`src/rtl/display_pkg.sv`:
```
// Shared types for the two-requester display arbiter: FSM states and digit/value types.
package display_pkg;

    typedef enum logic [1:0] {
        IDLE,
        OWN_A,
        OWN_B
    } arb_state_t;

    typedef logic [3:0] digit_t;

    // Index 3 is the leftmost digit (bits [15:12]).
    typedef digit_t [3:0] quad_t;

endpackage

```
`src/rtl/blink_timer.sv`:
```
// Free-running blink phase generator: phase toggles every BLINK_DIV cycles (1 = blanked).
module blink_timer #(
    parameter int unsigned BLINK_DIV = 25_000_000
) (
    input  logic clk,
    input  logic rst,
    output logic phase
);

    localparam int unsigned CW = (BLINK_DIV > 1) ? $clog2(BLINK_DIV) : 1;
    localparam logic [CW-1:0] CNT_LAST = CW'(BLINK_DIV - 1);

    logic [CW-1:0] count;

    always_ff @(posedge clk or posedge rst) begin
        if (rst) begin
            count <= '0;
            phase <= 1'b0;
        end else if (count == CNT_LAST) begin
            count <= '0;
            phase <= ~phase;
        end else begin
            count <= count + 1'b1;
        end
    end

endmodule

```
`src/rtl/display_arbiter.sv`:
```
// Arbitrates a four-digit display between two requesters with a minimum grant dwell.
// Optional blinking of the owner's value is enabled by DISPLAY_ARBITER_BLINK_EN.
module display_arbiter
    import display_pkg::*;
#(
    parameter int unsigned DWELL       = 1000,
    parameter logic [15:0] IDLE_VALUE  = 16'h0000,
    parameter int unsigned BLINK_DIV   = 25_000_000,
    parameter logic [3:0]  BLANK_DIGIT = 4'hF
) (
    input  logic        clk,
    input  logic        rst,
    input  logic        req_a,
    input  logic [15:0] data_a,
    input  logic        req_b,
    input  logic [15:0] data_b,
`ifdef DISPLAY_ARBITER_BLINK_EN
    input  logic        blink_a,
    input  logic        blink_b,
`endif
    output logic        gnt_a,
    output logic        gnt_b,
    output logic [3:0]  dig1,
    output logic [3:0]  dig2,
    output logic [3:0]  dig3,
    output logic [3:0]  dig4
);

    if (DWELL < 1 || BLINK_DIV < 1 || $bits(BLANK_DIGIT) != 4) begin : g_bad_cfg
        $error("display_arbiter: DWELL and BLINK_DIV must be at least 1");
    end

    localparam int unsigned DW = (DWELL > 1) ? $clog2(DWELL) : 1;
    localparam logic [DW-1:0] DWELL_LAST = DW'(DWELL - 1);

    arb_state_t    state;
    arb_state_t    next_state;
    logic [DW-1:0] dwell;
    logic          last_b;
    logic          dwell_done;
    logic          grant_edge;
    quad_t         disp;
    quad_t         next_disp;
    quad_t         shown;

    assign dwell_done = (dwell == DWELL_LAST);
    assign grant_edge = (next_state != state) && (next_state != IDLE);

    always_comb begin
        next_state = state;
        unique case (state)
            IDLE: begin
                if (req_a && req_b)
                    next_state = last_b ? OWN_A : OWN_B;
                else if (req_a)
                    next_state = OWN_A;
                else if (req_b)
                    next_state = OWN_B;
            end
            OWN_A: begin
                if (!req_a)
                    next_state = req_b ? OWN_B : IDLE;
                else if (req_b && dwell_done)
                    next_state = OWN_B;
            end
            OWN_B: begin
                if (!req_b)
                    next_state = req_a ? OWN_A : IDLE;
                else if (req_a && dwell_done)
                    next_state = OWN_A;
            end
            default: next_state = IDLE;
        endcase
    end

    // Register the value of whoever owns the display after this edge, so a
    // switch edge already shows the new owner's data.
    always_comb begin
        next_disp = IDLE_VALUE;
        unique case (next_state)
            OWN_A:   next_disp = data_a;
            OWN_B:   next_disp = data_b;
            default: next_disp = IDLE_VALUE;
        endcase
    end

    always_ff @(posedge clk or posedge rst) begin
        if (rst) begin
            state  <= IDLE;
            dwell  <= '0;
            last_b <= 1'b1;
            disp   <= IDLE_VALUE;
        end else begin
            state <= next_state;
            disp  <= next_disp;
            if (grant_edge) begin
                dwell  <= '0;
                last_b <= (next_state == OWN_B);
            end else if (next_state == IDLE) begin
                dwell <= '0;
            end else if (!dwell_done) begin
                dwell <= dwell + 1'b1;
            end
        end
    end

`ifdef DISPLAY_ARBITER_BLINK_EN
    logic blink_q;
    logic phase_off;

    always_ff @(posedge clk or posedge rst) begin
        if (rst) begin
            blink_q <= 1'b0;
        end else begin
            unique case (next_state)
                OWN_A:   blink_q <= blink_a;
                OWN_B:   blink_q <= blink_b;
                default: blink_q <= 1'b0;
            endcase
        end
    end

    blink_timer #(
        .BLINK_DIV(BLINK_DIV)
    ) u_blink_timer (
        .clk  (clk),
        .rst  (rst),
        .phase(phase_off)
    );

    assign shown = (blink_q && phase_off) ? {4{BLANK_DIGIT}} : disp;
`else
    assign shown = disp;
`endif

    assign gnt_a = (state == OWN_A);
    assign gnt_b = (state == OWN_B);
    assign dig1  = shown[3];
    assign dig2  = shown[2];
    assign dig3  = shown[1];
    assign dig4  = shown[0];

endmodule
```
`config.mk`:
```
export PLATFORM = sky130hd
export DESIGN_NAME = display_arbiter
export DESIGN_NICKNAME = d
export VERILOG_FILES = /design/src/rtl/display_pkg.sv /design/src/rtl/blink_timer.sv /design/src/rtl/display_arbiter.sv
export SDC_FILE = /design/constraint.sdc
export NUM_CORES = 1
export LEC_CHECK = 0
export CAP_MARGIN = 20
export CORE_AREA = 2 2 74 76
export DETAILED_ROUTE_END_ITERATION = 12
export DIE_AREA = 0 0 76 78
export PLACE_DENSITY_LB_ADDON = 0.2
export SETUP_SLACK_MARGIN = 0.05
export SYNTH_ARGS = -nofsm -noshare
export SYNTH_HDL_FRONTEND = slang
export SYNTH_HIERARCHICAL = 1
export SYNTH_SLANG_ARGS = --single-unit
```
`constraint.sdc`:
```
create_clock -name clk -period 2.8 [get_ports clk]
set_clock_uncertainty 0.05 [all_clocks]
set_input_delay 0.42 -clock clk [delete_from_list [all_inputs] [get_ports clk]]
set_output_delay 0.42 -clock clk [all_outputs]
set_load 0.02 [all_outputs]
```
==> metrics.yaml <==
clk_path_buf_depth: 2
final_area_um2: 2180
die_area_um2: 5930
yosys_most_used_dff: "dfrtp_1"
path_buf_inv: 0
crit_path_start: "dwell[4]"
start_kind: "flip-flop"
power.total_mw: 1.26
grt_pass1_wl_um: 5620
synthCells: 144
setup_viol: 0
vdd_drop_max_uv: 263
hold_buffers: 0
yosysWarnings: 6
yosys_register_bits: 29
syn_area_per_cell_um2: 10.5
crit_type: "flip-flop to flip-flop"
crit_chain: "and4bb_4, nand3_2, mux2i_1, a211o_1, ha_1, a21oi_1, a2bb2oi_4, nor3b_2"
ys_types: 34
hp-class: "primary input to async pin"
final_cells: 269
die_w_um: 76
critPathMaxStageDelay_ns: 0.40
grt_antenna_before_repair: 0
die_h_um: 78
ys_top_cells_by_area: "dfrtp_1 46%, a22oi_1 8.0%, nor2b_1 7.5%"
tns_ns: 0
seq_area_frac_synth_pct: 48.2
path_clk_slew_ns: 0.06
worst-path-max-fanout: 10
rows: 26
synth_area_um2: 1510
htree_levels: 2
drv_slew: 0
tightestPinTransition_ns: 0.541
hold_viol: 0
first_pass_iters: 4
r2r_start: "dwell[4]"
power_density_nw_per_um2: 577
synth_top_area_cell: "dfrtp_1"
synth_commonest_cells: "28 x dfrtp_1, 18 x nor2b_1, 16 x a22oi_1"
synth_top_area_share_pct: 46.4
syn_nets: 185
fin_nets: 239
vias: 1239
drt_iter0_drc: 57
place.gp.congestion: 0.815
ctsResizeCount: 0
async_flop_share_pct: 100
slew_headroom_pct: 63.9
path_delay_family: "simple AND/OR/NAND/NOR gates"
cts_setup_buffers: 0
wl_per_cell_um: 12.4
required_ns: 2.95
worstSetupEndpointType: "flip-flop"
fmax_ghz: 0.409
status: "completed"
io_pins: 54
clockRootBuffer: "clkbuf_8"
yosysMostFrequentCell: "dfrtp_1"
maxCapViolCount: 0
antenna_left: 0
grt_max_degree: 30
grt_pass1_vias: 1217
synth_edf_count: 0
cts_inserted_buffers: 5
coreArea_um2: 5040
track_usage_pct: 12.1
drt-total-wl_um: 3320
drive_gt1_share_pct: 9.55
post-dp-hpwl_um: 2520
overflow: 0
viasPerCell: 4.61
dp_cells: 261
drc_errors: 0
tritoncts: "yes"
slowest_stage: "dfrtp_1"
area_delta_synth_final_pct: 44.8
rsz0062_at_grt: "false"
p_leak_nw: 0.880
port_buffers: 53
worstSkewPairLatency_ns: 0.27
clock_sinks: 29
post-route-period-util_pct: 87.2
initial_core_util_pct: 29.9
arrival_ns: 2.59
n_antenna_cell: 0
min_period_ns: 2.44
place_area_um2: 2100
## power breakdown
| group | internal [mW] | switching (mW) | total [mW] |
|---|---|---|---|
| sequential | 0.476 | 0.0370 | 0.513 |
| combinational | 0.222 | 0.202 | 0.423 |
| clock | 0.172 | 0.152 | 0.323 |
## kinds of logic (layout without fill, tap and decap cells)
family / count (synthesis) / after routing / synth area share (%)
and+or+nand+nor: 61 / 61 / 22.0
DFF: 29 / 29 / 48.2
AOI/OAI and AO/OA: 26 / 26 / 14.8
buffers and inverters: 11 / 66 / 3.65
xor gates and xnor gates: 9 / 9 / 5.22
adders and majority gates: 5 / 5 / 4.15
muxes: 3 / 3 / 2.07
## layer usage
metal,GRT usage [%],wire length [um],share of wire (%),up-vias
li1,-,-,-,607
met1,14.2,1350,41,572
met2,19.8,1640,49,53
met3,5.12,283,8.5,7
met4,4.36,48,1.4,0
met5,0,0,0,-
## area by class of cell
class / instances / area (um^2)
clock buffers: 6 / 72.6
clock inverters: 2 / 10.0
fillers: 492 / 2860
inverters: 2 / 7.51
multi-input cells: 104 / 727
flip-flops and latches: 29 / 727
well taps: 70 / 87.6
repair buffers: 56 / 553
## placed cells by master, fill, tap and decap left out, types with 3 or more instances in the layout
master / netlist / layout
a22oi_1: 16 / 16
buf_4: 1 / 3
clkbuf_8: 0 / 5
clkdlybuf4s50_1: 0 / 53
dfrtp_1: 28 / 28
ha_1: 5 / 5
nand2_1: 12 / 12
nand3_1: 4 / 4
nor2_1: 15 / 15
nor2b_1: 18 / 18
nor3_1: 3 / 3
xnor2_1: 7 / 7
## metrics by stage
| step | utilization (%) | hold slack [ns] | worst slack, ns |
|---|---|---|---|
| after CTS | 43.3 | 0.481 | 0.336 |
| after global routing | 43.3 | 0.515 | 0.160 |
| after floorplan | - | 0.447 | 0.479 |
| final | 43.3 | 0.460 | 0.358 |
| after global placement | 41.7 | 0.494 | 0.350 |
| after detailed placement | 41.7 | 0.497 | 0.270 |
## final timing paths
path	end	slack (ns)	depth (start not counted)
max in group asynchronous	last_b	1.93	3
max	dwell[2]	0.36	8
max reg2reg	dwell[2]	0.36	8
min reg2reg	dwell[9]	0.50	2
min in group clk	dwell[9]	0.50	2
min	dig2[0]	0.46	3
## worst min-delay path: cells and delay by family
| family | cells | cell delay (ns) |
|---|---|---|
| buffers and inverters | 3 | 0.76 |
## flip-flops by register name (all words and copies together) (netlist names)
signal  count
state       2
last_b      1
dig1        4
dig4        4
dig2        4
dig3        4
dwell      10
(Power assumes the default switching activity.)
